### src/rtl/mem_arb_pkg.sv
// Shared types and constants for the unified-memory port arbiter.
package mem_arb_pkg;

   typedef enum logic [1:0] {
      IDLE = 2'd0,
      ACC  = 2'd1,
      RESP = 2'd2
   } state_e;

   localparam logic GNT_CPU = 1'b0;
   localparam logic GNT_AUX = 1'b1;

   localparam int CNT_W    = 4;
   localparam int STREAK_W = 4;

   // Saturating increment used by the CPU streak counter.
   function automatic logic [STREAK_W-1:0] sat_inc(input logic [STREAK_W-1:0] v,
                                                   input logic [STREAK_W-1:0] max);
      return (v == max) ? v : v + STREAK_W'(1);
   endfunction

endpackage

### src/rtl/mem_arb_pick.sv
// Winner selection and CPU streak counter for mem_port_arbiter.
// With MEM_ARB_AUX_PRIO_EN defined, i_aux_prio makes aux win every contested pick.
module mem_arb_pick
   import mem_arb_pkg::*;
#(
   parameter int MAX_STREAK = 4
) (
   input  logic i_clk,
   input  logic i_rst_n,
   input  logic i_cpu_req,
   input  logic i_aux_req,
`ifdef MEM_ARB_AUX_PRIO_EN
   input  logic i_aux_prio,
`endif
   input  logic i_arb_en,
   output logic o_grant_aux_next
);

   localparam logic [STREAK_W-1:0] LP_MAX = STREAK_W'(MAX_STREAK);

   logic [STREAK_W-1:0] r_streak;
   logic [STREAK_W-1:0] w_streak_nxt;
   logic                w_aux_win;
   logic                w_prio;

`ifdef MEM_ARB_AUX_PRIO_EN
   assign w_prio = i_aux_prio;
`else
   assign w_prio = 1'b0;
`endif

   always_comb begin
      w_aux_win    = GNT_CPU;
      w_streak_nxt = r_streak;
      if (i_aux_req && !i_cpu_req) begin
         w_aux_win = GNT_AUX;
      end else if (i_aux_req && i_cpu_req) begin
         w_aux_win = w_prio || (r_streak == LP_MAX);
      end
      // Streak only counts CPU wins that kept a pending aux waiting.
      if (w_prio) begin
         w_streak_nxt = '0;
      end else if (i_arb_en) begin
         if (w_aux_win || !i_aux_req) begin
            w_streak_nxt = '0;
         end else begin
            w_streak_nxt = sat_inc(r_streak, LP_MAX);
         end
      end
   end

   always_ff @(posedge i_clk or negedge i_rst_n) begin
      if (!i_rst_n) begin
         r_streak <= '0;
      end else begin
         r_streak <= w_streak_nxt;
      end
   end

   assign o_grant_aux_next = w_aux_win;

endmodule

### src/rtl/mem_port_arbiter.sv
// Arbitrates the CPU and auxiliary ports onto the single unified memory.
// Optional MEM_ARB_AUX_PRIO_EN adds an aux_prio input that favours the aux port.
module mem_port_arbiter
   import mem_arb_pkg::*;
#(
   parameter int ADDR_W      = 32,
   parameter int DATA_W      = 32,
   parameter int WAIT_CYCLES = 1,
   parameter int MAX_STREAK  = 4
) (
   input  logic              clk,
   input  logic              rst_n,
   input  logic              cpu_req,
   input  logic              cpu_we,
   input  logic [ADDR_W-1:0] cpu_addr,
   input  logic [DATA_W-1:0] cpu_wdata,
   output logic              cpu_ready,
   input  logic              aux_req,
   input  logic              aux_we,
   input  logic [ADDR_W-1:0] aux_addr,
   input  logic [DATA_W-1:0] aux_wdata,
   output logic              aux_ready,
`ifdef MEM_ARB_AUX_PRIO_EN
   input  logic              aux_prio,
`endif
   output logic [DATA_W-1:0] rdata,
   output logic              grant_aux,
   output logic              busy,
   output logic              mem_rd,
   output logic              mem_wr,
   output logic [ADDR_W-1:0] mem_addr,
   output logic [DATA_W-1:0] mem_wdata,
   input  logic [DATA_W-1:0] mem_rdata
);

   if (WAIT_CYCLES < 0 || WAIT_CYCLES > 15) begin : g_bad_wait
      $error("WAIT_CYCLES must be within 0..15");
   end
   if (MAX_STREAK < 1 || MAX_STREAK > 15) begin : g_bad_streak
      $error("MAX_STREAK must be within 1..15");
   end

   localparam logic [CNT_W-1:0] LP_WAIT = CNT_W'(WAIT_CYCLES);

   state_e              r_state;
   state_e              w_state_nxt;
   logic                r_we;
   logic [ADDR_W-1:0]   r_addr;
   logic [DATA_W-1:0]   r_wdata;
   logic [CNT_W-1:0]    r_cnt;
   logic                r_grant_aux;
   logic [DATA_W-1:0]   r_rdata;

   logic                w_arb_en;
   logic                w_grant_aux_nxt;
   logic                w_acc_last;
   logic                w_mem_rd;
   logic                w_mem_wr;
   logic                w_cpu_rdy;
   logic                w_aux_rdy;

   assign w_arb_en   = (r_state == IDLE) && (cpu_req || aux_req);
   assign w_acc_last = (r_state == ACC) && (r_cnt == '0);

   mem_arb_pick #(
      .MAX_STREAK(MAX_STREAK)
   ) u_pick (
      .i_clk           (clk),
      .i_rst_n         (rst_n),
      .i_cpu_req       (cpu_req),
      .i_aux_req       (aux_req),
`ifdef MEM_ARB_AUX_PRIO_EN
      .i_aux_prio      (aux_prio),
`endif
      .i_arb_en        (w_arb_en),
      .o_grant_aux_next(w_grant_aux_nxt)
   );

   always_ff @(posedge clk or negedge rst_n) begin
      if (!rst_n) begin
         r_state <= IDLE;
      end else begin
         r_state <= w_state_nxt;
      end
   end

   always_comb begin
      w_state_nxt = r_state;
      w_mem_rd    = 1'b0;
      w_mem_wr    = 1'b0;
      w_cpu_rdy   = 1'b0;
      w_aux_rdy   = 1'b0;
      case (r_state)
         IDLE: begin
            if (w_arb_en) begin
               w_state_nxt = ACC;
            end
         end
         ACC: begin
            w_mem_rd = !r_we;
            w_mem_wr = r_we;
            if (r_cnt == '0) begin
               w_state_nxt = RESP;
            end
         end
         RESP: begin
            // Requests are not looked at here; a held req restarts from IDLE.
            w_cpu_rdy   = (r_grant_aux == GNT_CPU);
            w_aux_rdy   = (r_grant_aux == GNT_AUX);
            w_state_nxt = IDLE;
         end
         default: begin
            w_state_nxt = IDLE;
         end
      endcase
   end

   always_ff @(posedge clk or negedge rst_n) begin
      if (!rst_n) begin
         r_we        <= 1'b0;
         r_addr      <= '0;
         r_wdata     <= '0;
         r_cnt       <= '0;
         r_grant_aux <= GNT_CPU;
         r_rdata     <= '0;
      end else begin
         if (w_arb_en) begin
            r_grant_aux <= w_grant_aux_nxt;
            r_cnt       <= LP_WAIT;
            if (w_grant_aux_nxt == GNT_AUX) begin
               r_we    <= aux_we;
               r_addr  <= aux_addr;
               r_wdata <= aux_wdata;
            end else begin
               r_we    <= cpu_we;
               r_addr  <= cpu_addr;
               r_wdata <= cpu_wdata;
            end
         end else if ((r_state == ACC) && (r_cnt != '0)) begin
            r_cnt <= r_cnt - CNT_W'(1);
         end
         // Only reads refresh rdata; writes leave the last read visible.
         if (w_acc_last && !r_we) begin
            r_rdata <= mem_rdata;
         end
      end
   end

   assign cpu_ready = w_cpu_rdy;
   assign aux_ready = w_aux_rdy;
   assign rdata     = r_rdata;
   assign grant_aux = r_grant_aux;
   assign busy      = (r_state == ACC) || (r_state == RESP);
   assign mem_rd    = w_mem_rd;
   assign mem_wr    = w_mem_wr;
   assign mem_addr  = r_addr;
   assign mem_wdata = r_wdata;

endmodule

### config.mk
export PLATFORM = sky130hd
export DESIGN_NAME = mem_port_arbiter
export DESIGN_NICKNAME = d
export VERILOG_FILES = /design/src/rtl/mem_arb_pkg.sv /design/src/rtl/mem_arb_pick.sv /design/src/rtl/mem_port_arbiter.sv
export SDC_FILE = /design/constraint.sdc
export NUM_CORES = 1
export LEC_CHECK = 0
export ABC_AREA = 1
export BUFFER_PORTS_ARGS = -buffer_cell sky130_fd_sc_hd__buf_4
export CORE_UTILIZATION = 30
export DETAILED_ROUTE_END_ITERATION = 8
export GPL_ROUTABILITY_DRIVEN = 0
export PLACE_DENSITY = 0.57
export SYNTH_ARGS = -nofsm -noshare
export SYNTH_HDL_FRONTEND = slang
export SYNTH_SLANG_ARGS = --single-unit
### constraint.sdc
create_clock -name clk -period 2.7 [get_ports clk]
set_input_delay 0.54 -clock clk [delete_from_list [all_inputs] [get_ports clk]]
set_output_delay 0.54 -clock clk [all_outputs]
set_load 0.1 [all_outputs]
==> metrics <==
Clock Skew 0.01276 ns; CTS Buf Count 9; Ant. Diodes 0; routed vias/inst 4.383; ordered list of cells on the worst path inv_1, ha_1, inv_1, nor2_2, buf_4; clock sinks 108; Crit. Startpoint r_state[1]; total global routing overflow 0; worst path required time 2.16 ns; ANT nets after route 0; H-tree Lvls 3; cell count along the critical path 5; initial cell density of the core 0.3088; initial DRC count 239; final worst path period share 0.7866; Critical path destination mem_rd; placed cells 1,287; RSZ-0062 raised after global routing no; crit path kind flip-flop to output port; status finished, final reports clean; Max Freq 0.4709 GHz; Initial DRT Pass Iterations 5; die width 141.2 um; row count 50; dpl hpwl 12,100 um; MaxCap Viol Count 0; Slew @ Worst Pin 0.8012 ns; slowest CP cell dfrtp_1; slew margin rel. 0.4658; largest area contributor in the netlist dfrtp_1; final WL 17,520 um; Fin. Hold Viols 0; R2R depth 8; final std cells w/o fill 1,303; kind of start point of the critical path flip-flop; Syn Inst Count 797; die area 19,950 sq um; min Tclk post-route 2.124 ns; met1 Use GR 0.2460; vias in the first global route 5,586; nets 1,212; port buffer count 267; Synth cell types 18; Synth Cell Area 5816 sq um; Gates resized, CTS repair 0; pin count of the biggest net entering global routing 67; vias 5,711; cts-stage hold buffer count 0; hold slack 0.1672 ns; Core Region 18,830 sq um; Synth warnings 0; setup TNS 0 ns; Final Core Density 0.4381; CTS tree yes; grt peak-use layer met2; synth top area cells dfrtp_1 (46%), nand3_1 (17%), nand2_1 (12%); clock buffer depth 2; antenna violations before repair 0; Boundary Pins 268; reg-to-reg startpoint r_state[1]; Worst Path Arrival 1.58 ns; Crit. End Element output port; area share of the largest cell type after synthesis 0.4647; share of cells above drive strength 1 0.2905; WL per Instance 13.44 um; Top cell by count, worst path inv_1; setup repair bufs after CTS 0; Reg clk slew, reported paths 0.07 ns; reg2reg setup slack 0.74 ns; Setup violations, final 0; Root Buffer clkbuf_16; met3 usage in global routing 0.03974; Synth Net Count 971; DRC viols 0; register area share after synthesis 0.4647; area grow syn2layout 41.87%; worst min-delay path class primary input to async pin; grt met2 use 0.2874; syn avg cell area 7.297 sq um; die height 141.2 um; first-pass GRT wire length 28,570 um; Crit path buffers/inverters 3; critical path peak fanout 4; Seq cells post-synth 108; later-pin clock latency in the skew report 0.35 ns; Global Route Usage Sum 0.1816; reg-to-reg endpoint rdata[18]; max incr delay on CP 0.40 ns; family with the most delay on the worst path buffers and inverters; fin. max-slew vios 0
-- metrics by stage --
step	setup WS (ns)	area (sq um)
floorplan	0.3712	5818
global placement	0.6769	7973
detailed placement	0.6748	7973
CTS	0.5589	8250
global route	0.4715	8250
finish	0.5763	8250
-- layout make-up --
cell class / count / area (sq um)
Clock buffer: 10 / 229.0
Clock inverter: 6 / 48.80
Fill cell: 1942 / 10580
Inverter: 181 / 679.4
Multi-Input combinational cell: 458 / 2126
Sequential cell: 108 / 2703
Tap cell: 260 / 325.3
Timing Repair Buffer: 280 / 2140
-- flip-flops by register name, summed over array words and instances, names as in the netlist --
register / count
rdata: 32
mem_addr: 32
mem_wdata: 32
r_we: 1
u_pick.r_streak: 4
r_state: 2
r_cnt: 4
grant_aux: 1
-- cells by family (layout without fill, tap and decap cells) --
family | Yosys count | in the layout | share of synthesized area
adder cells (fa/ha/maj) | 8 | 8 | 0.01721
AND/OR/NAND/NOR | 404 | 404 | 0.3059
AO/OA/AOI/OAI | 45 | 45 | 0.03873
buffers and inverters | 231 | 477 | 0.1719
XOR/XNOR | 1 | 1 | 0.001506
flip-flops | 108 | 108 | 0.4647
-- cell usage after synthesis --
cell and n:
a21oi_1 3, clkbuf_1 5, nor2_1 8, inv_1 180, o21ai_0 9, dfrtp_1 108, nand4_1 1, o21ai_1 33
inv_2 1, nor2_2 1, buf_4 3, nand2_1 192, nand3_2 1, xor2_1 1, buf_2 31, buf_6 11
ha_1 8, nand3_1 201
-- routing by layer --
| metal | share of wire | up-vias |
|---|---|---|
| met1 | 0.47 | 2550 |
| met5 | 0 | - |
| met3 | 0.079 | 16 |
| met4 | 0.014 | 0 |
| met2 | 0.44 | 224 |
| li1 | - | 2921 |
-- how the worst min path moves through the flow --
stage	start	endpoint	slack [ns]	cells after the start
after floorplan	rst_n	grant_aux	0.24	0
after global placement	mem_addr[24]	mem_addr[24]	0.46	2
after detailed placement	mem_wdata[2]	mem_wdata[2]	0.47	2
after CTS	rst_n	mem_addr[12]	0.17	1
after global routing	rst_n	mem_addr[12]	0.20	1
final	rst_n	mem_addr[12]	0.17	1
-- cell usage in the layout (no fill, tap or decap) --
| master | count |
|---|---|
| a21oi_1 | 3 |
| buf_12 | 3 |
| buf_4 | 277 |
| clkbuf_1 | 1 |
| clkbuf_16 | 9 |
| clkinv_2 | 1 |
| clkinv_4 | 1 |
| clkinvlp_4 | 2 |
| dfrtp_1 | 108 |
| ha_1 | 8 |
| inv_1 | 180 |
| inv_2 | 1 |
| inv_6 | 1 |
| inv_8 | 1 |
| nand2_1 | 188 |
| nand2_2 | 4 |
| nand3_1 | 201 |
| nand3_2 | 1 |
| nand4_1 | 1 |
| nor2_1 | 7 |
| nor2_2 | 2 |
| o21ai_0 | 9 |
| o21ai_1 | 33 |
| xor2_1 | 1 |
-- worst register-to-register path, delay by kind of cell (launching register included) --
family / cells / cell delay, ns
AND/OR/NAND/NOR: 3 / 0.61
buffers and inverters: 3 / 0.57
flip-flops: 1 / 0.40
adder cells (fa/ha/maj): 1 / 0.23
AO/OA/AOI/OAI: 1 / 0.06
Power is left out: the tool's default activity adds up to more than one toggle a clock period on the data nets, which glitch-free logic cannot reach.
